<file path="src/rtl/speed_meas_ctrl.sv">
// Sequencer around one phase2speed datapath: gates the phase stream, applies meanlen
// changes through a datapath flush, and buffers each new speed result for a consumer.
module speed_meas_ctrl #(
    parameter int FLUSH_CYCLES   = 2,
    parameter int TIMEOUT_CYCLES = 50000
) (
    input  logic        clock,
    input  logic        reset,
    input  logic        i_enable,
    input  logic [3:0]  i_cfg_meanlen,
    input  logic        i_cfg_write,
    input  logic [18:0] i_phase_in,
    input  logic        i_phase_valid,
    output logic        o_p2s_reset,
    output logic        o_p2s_sample,
    output logic [3:0]  o_p2s_meanlen,
    output logic [18:0] o_p2s_phase,
    input  logic [15:0] i_p2s_speed,
    input  logic        i_p2s_ready,
    output logic [15:0] o_speed_out,
    output logic        o_speed_valid,
    input  logic        i_speed_accept,
    output logic        o_overrun,
    output logic        o_stale,
    input  logic        i_clear_status,
    output logic        o_busy
);
    localparam int FW = $clog2(FLUSH_CYCLES + 1);
    localparam int TW = $clog2(TIMEOUT_CYCLES + 1);

    typedef enum logic [1:0] {IDLE, FLUSH, RUN} state_t;

    state_t      r_state, w_next;
    logic [FW-1:0] r_flush_cnt;
    logic [TW-1:0] r_to_cnt;
    logic [3:0]  r_pending;
    logic        r_discard;
    logic        r_ready_d;
    logic        w_flush_entry;
    logic        w_in_run;
    logic        w_capture;
    logic        w_transfer;

    always_comb begin
        w_next = r_state;
        case (r_state)
            IDLE:    if (i_enable) w_next = FLUSH;
            FLUSH:   if (r_flush_cnt == FW'(FLUSH_CYCLES - 1)) w_next = i_enable ? RUN : IDLE;
            RUN: begin
                if (!i_enable)        w_next = IDLE;
                else if (i_cfg_write) w_next = FLUSH;
            end
            default: w_next = IDLE;
        endcase
    end

    // Samples are forwarded only while the datapath stays out of reset next cycle,
    // so a strobe coinciding with a reconfig or disable is dropped.
    assign w_in_run      = (r_state == RUN) && (w_next == RUN);
    assign w_flush_entry = (w_next == FLUSH) && (r_state != FLUSH);
    assign w_capture     = i_p2s_ready && !r_ready_d && (r_state == RUN);
    assign w_transfer    = o_speed_valid && i_speed_accept;

    always_ff @(posedge clock) begin
        if (reset) begin
            r_state       <= IDLE;
            r_flush_cnt   <= '0;
            r_pending     <= '0;
            r_discard     <= 1'b1;
            r_ready_d     <= 1'b0;
            r_to_cnt      <= '0;
            o_p2s_sample  <= 1'b0;
            o_p2s_phase   <= '0;
            o_p2s_meanlen <= '0;
            o_speed_out   <= '0;
            o_speed_valid <= 1'b0;
            o_overrun     <= 1'b0;
        end else begin
            r_state   <= w_next;
            r_ready_d <= i_p2s_ready;
            if (i_cfg_write) r_pending <= i_cfg_meanlen;

            if (w_flush_entry) begin
                r_flush_cnt   <= '0;
                o_p2s_meanlen <= i_cfg_write ? i_cfg_meanlen : r_pending;
            end else if (r_state == FLUSH) begin
                r_flush_cnt <= r_flush_cnt + 1'b1;
            end

            o_p2s_sample <= w_in_run && i_phase_valid;
            if (r_state == RUN) o_p2s_phase <= i_phase_in;

            if (!w_in_run || i_phase_valid)       r_to_cnt <= '0;
            else if (r_to_cnt != TW'(TIMEOUT_CYCLES)) r_to_cnt <= r_to_cnt + 1'b1;

            // First window after a flush is partial: drop its result.
            if (w_flush_entry) begin
                r_discard <= 1'b1;
            end else if (w_capture && r_discard) begin
                r_discard <= 1'b0;
            end

            if (w_capture && !r_discard) begin
                o_speed_out   <= i_p2s_speed;
                o_speed_valid <= 1'b1;
            end else if (w_transfer) begin
                o_speed_valid <= 1'b0;
            end

            if (w_capture && !r_discard && o_speed_valid && !i_speed_accept)
                o_overrun <= 1'b1;
            else if (i_clear_status)
                o_overrun <= 1'b0;
        end
    end

    assign o_p2s_reset = (r_state != RUN);
    assign o_stale     = (r_to_cnt == TW'(TIMEOUT_CYCLES));
    assign o_busy      = (r_state != IDLE);

endmodule
</file>
<file path="config.mk">
export PLATFORM = sky130hd
export DESIGN_NAME = speed_meas_ctrl
export DESIGN_NICKNAME = d
export VERILOG_FILES = /design/src/rtl/speed_meas_ctrl.sv
export SDC_FILE = /design/constraint.sdc
export NUM_CORES = 1
export LEC_CHECK = 0
export ABC_AREA = 1
export CORE_MARGIN = 2
export CORE_UTILIZATION = 30
export DETAILED_ROUTE_END_ITERATION = 16
export DONT_BUFFER_PORTS = 1
export HOLD_SLACK_MARGIN = 0.12
export PLACE_DENSITY = 0.41
export RECOVER_POWER = 25
export SYNTH_ARGS = -nofsm -noshare
export SYNTH_HDL_FRONTEND = slang
export SYNTH_SLANG_ARGS = --single-unit
</file>
<file path="constraint.sdc">
create_clock -name clock -period 3.8 [get_ports clock]
set_input_delay 0.38 -clock clock [delete_from_list [all_inputs] [get_ports clock]]
set_output_delay 0.38 -clock clock [all_outputs]
set_load 0.02 [all_outputs]
</file>
==> run metrics <==
outcome=finished clean; Setup Slack @ Placement=1.64 ns; Tcrit/Tclk final=0.563; design area=3060 um2; max_slew headroom=0.399; GP Congestion=0.777; Avg WL per Cell=13.4 um; die area=9980 um2; CTS tree=built; core area=8810 um2; final hold slack=0.168 ns; worst-path cell chain=inv_1, nand2_1, nor3_1, nand2_1, nand2_1, a21oi_1; Worst Max-Slew Pin Slew=0.898 ns; syn avg cell area=7.17 um2; number of max-cap violations=0; Final min period=2.14 ns; clk_lat worst skew=0.34 ns; detailed-route via count=2,329; Max Freq=0.468 GHz; Cell variety after synth=26; CP arrival=2.32 ns; Post-CTS Setup Repair Bufs=0; Site Rows=34; CTS resizes=0; CTS Buf Count=9; initial cell density of the core=0.313; first-pass GRT wire length=11,200 um; # DRC=0; Die H=99.9 um; Final WS setup=1.66 ns; Req. time, crit path=3.98 ns; Setup Skew=0.00880 ns; layout cell share with drive strength beyond 1=0.0591; area grow syn2layout=10.9%; PD cells=468 nW/um2; Tot Pwr=1.43 mW; Worst Hold Class=input pin to flip-flop; Mapped Cells=385; Worst path most repeated cell=nand2_1; Critical Path Start Type=flip-flop; buffer levels on the longest clock path=2; antenna diode count=0; WL final=6680 um; Placed Instance Area=2840 um2; Post-CTS Hold Buffers=1; Via density=4.69; Net Count, Synth=435; total negative slack=0 ns; 1st-pass router iterations=4; H-tree levels=3; DR iter-0 viols=94; critical path fanouts, max=22; RSZ-0062 raised after global routing=false; Reg clk slew, reported paths=0.07 ns; I/O Pins=92; DP HPWL=4690 um; number of port buffers=0; Critical Path Slowest Stage Cell=nand2_1; Mapped Area=2760 um2; Nets=435; vias in the first global route=2,316; total grt overflow=0; Max VDD drop=174 uV; Slew Viols, Final=0; overall routing resource usage=0.142; clk sinks=68; Pleak=1.09 nW; critical path type=flip-flop to flip-flop; Final Hold Viols=0; final setup fails=0; initial antenna violation count=0; Die X=99.9 um; post-synthesis sequential area ratio=0.493; pin count of the biggest net entering global routing=25; Critical Path End Type=flip-flop; Synth Register Bits=68; CTS root buffer=clkbuf_8; Post-DRT Antenna Nets=0; Crit path largest cell delay=0.48 ns; Synth Warn #=0
==> cell type report <==
class	count	area (um2)
Sequential cell	68	1360
Inverter	38	143
Tap cell	108	135
Clock buffer	9	124
Multi-Input combinational cell	267	1200
Timing Repair Buffer	1	10.0
Clock inverter	6	90.1
Fill cell	956	5750
==> sequential cells by signal, summed over array words and instances (netlist names) <==
| register | count |
|---|---|
| o_p2s_meanlen | 4 |
| r_ready_d | 1 |
| r_pending | 4 |
| o_speed_valid | 1 |
| r_flush_cnt | 2 |
| o_p2s_sample | 1 |
| r_to_cnt | 16 |
| o_overrun | 1 |
| o_speed_out | 16 |
| o_p2s_phase | 19 |
| r_discard | 1 |
| r_state | 2 |
==> worst max-delay path, delay by kind of cell (launching register included) <==
family,cells,cell delay [ns]
simple gates,4,1.44
flops,1,0.36
buf+inv,1,0.11
compound gates,1,0.07
==> report_power, final <==
group,leakage (nW),total [mW],internal [mW],switching (mW)
Combinational,0.437,0.0454,0.0149,0.0305
Sequential,0.550,0.741,0.725,0.0163
Clock,0.105,0.647,0.367,0.280
==> per-layer routing <==
metal  part of all wire  wire length [um]  vias up  GRT usage
met5                  0                 0        -          0
met3              0.067               449        8     0.0571
met1               0.46              3100     1052      0.185
met4              0.011                72        0     0.0443
met2               0.46              3060       52      0.218
li1                   -                 -     1217          -
==> worst paths after layout <==
check             cells after the start               to           start  slack [ns]
setup / recovery                      6  o_speed_out[12]      r_state[0]        1.66
hold / removal                        2        r_ready_d     i_p2s_ready        0.17
setup reg to reg                      6  o_speed_out[12]      r_state[0]        1.66
hold reg to reg                       2   r_flush_cnt[1]  r_flush_cnt[1]        0.47
==> through the flow <==
step            util  instances
6_report       0.348        497
5_1_grt        0.348        497
4_1_cts        0.348        497
3_5_place_dp   0.322        481
3_3_place_gp   0.322        481
2_1_floorplan      -        385
==> cells by family (layout without fill, tap and decap cells) <==
logic type / Yosys count / after routing / share of synthesized area
AND/OR/NAND/NOR: 197 / 197 / 0.292
flip-flops: 68 / 68 / 0.493
AO/OA/AOI/OAI: 65 / 65 / 0.122
buffers and inverters: 50 / 54 / 0.0726
adder cells (fa/ha/maj): 3 / 3 / 0.0136
XOR/XNOR: 2 / 2 / 0.00635
==> placed cells by master, fill, tap and decap left out <==
cell type      netlist  final
a211oi_1             1      1
a21oi_1             27     27
a31oi_1              1      1
bufinv_16            0      2
clkbuf_8             0      9
clkinv_2             0      1
clkinv_4             0      2
clkinvlp_4           0      1
dfxtp_1             68     68
dlygate4sd3_1        0      1
ha_1                 3      3
inv_1               37     37
inv_2                1      1
nand2_1             83     83
nand2_2              1      1
nand3_1             14     14
nand4_1              4      4
nor2_1              84     84
nor2_4               1      1
nor3_1               5      5
nor3_4               1      1
o21a_1               1      1
o21ai_0             32     32
o21bai_1             1      1
o22ai_1              2      2
or2_2                4      4
xor2_1               2      2
==> cell usage after synthesis <==
library cell  number  area share
buf_2              1      0.0018
clkbuf_1           7      0.0095
or2_2              4      0.0091
buf_4              1      0.0027
inv_2              1      0.0014
o21a_1             1      0.0027
nor2_4             1      0.0041
nand3_1           14       0.025
a21oi_1           27       0.049
o22ai_1            2      0.0045
a211oi_1           1      0.0027
nor2_1            84        0.11
nand2_1           83        0.11
nand2_2            1      0.0023
inv_1             37       0.050
o21ai_0           32       0.058
nor3_4             1      0.0059
nand4_1            4      0.0091
xor2_1             2      0.0064
buf_6              1      0.0041
buf_1              2      0.0027
o21bai_1           1      0.0027
dfxtp_1           68        0.49
nor3_1             5      0.0091
a31oi_1            1      0.0023
ha_1               3       0.014
Power figures use the tool's default switching activity.
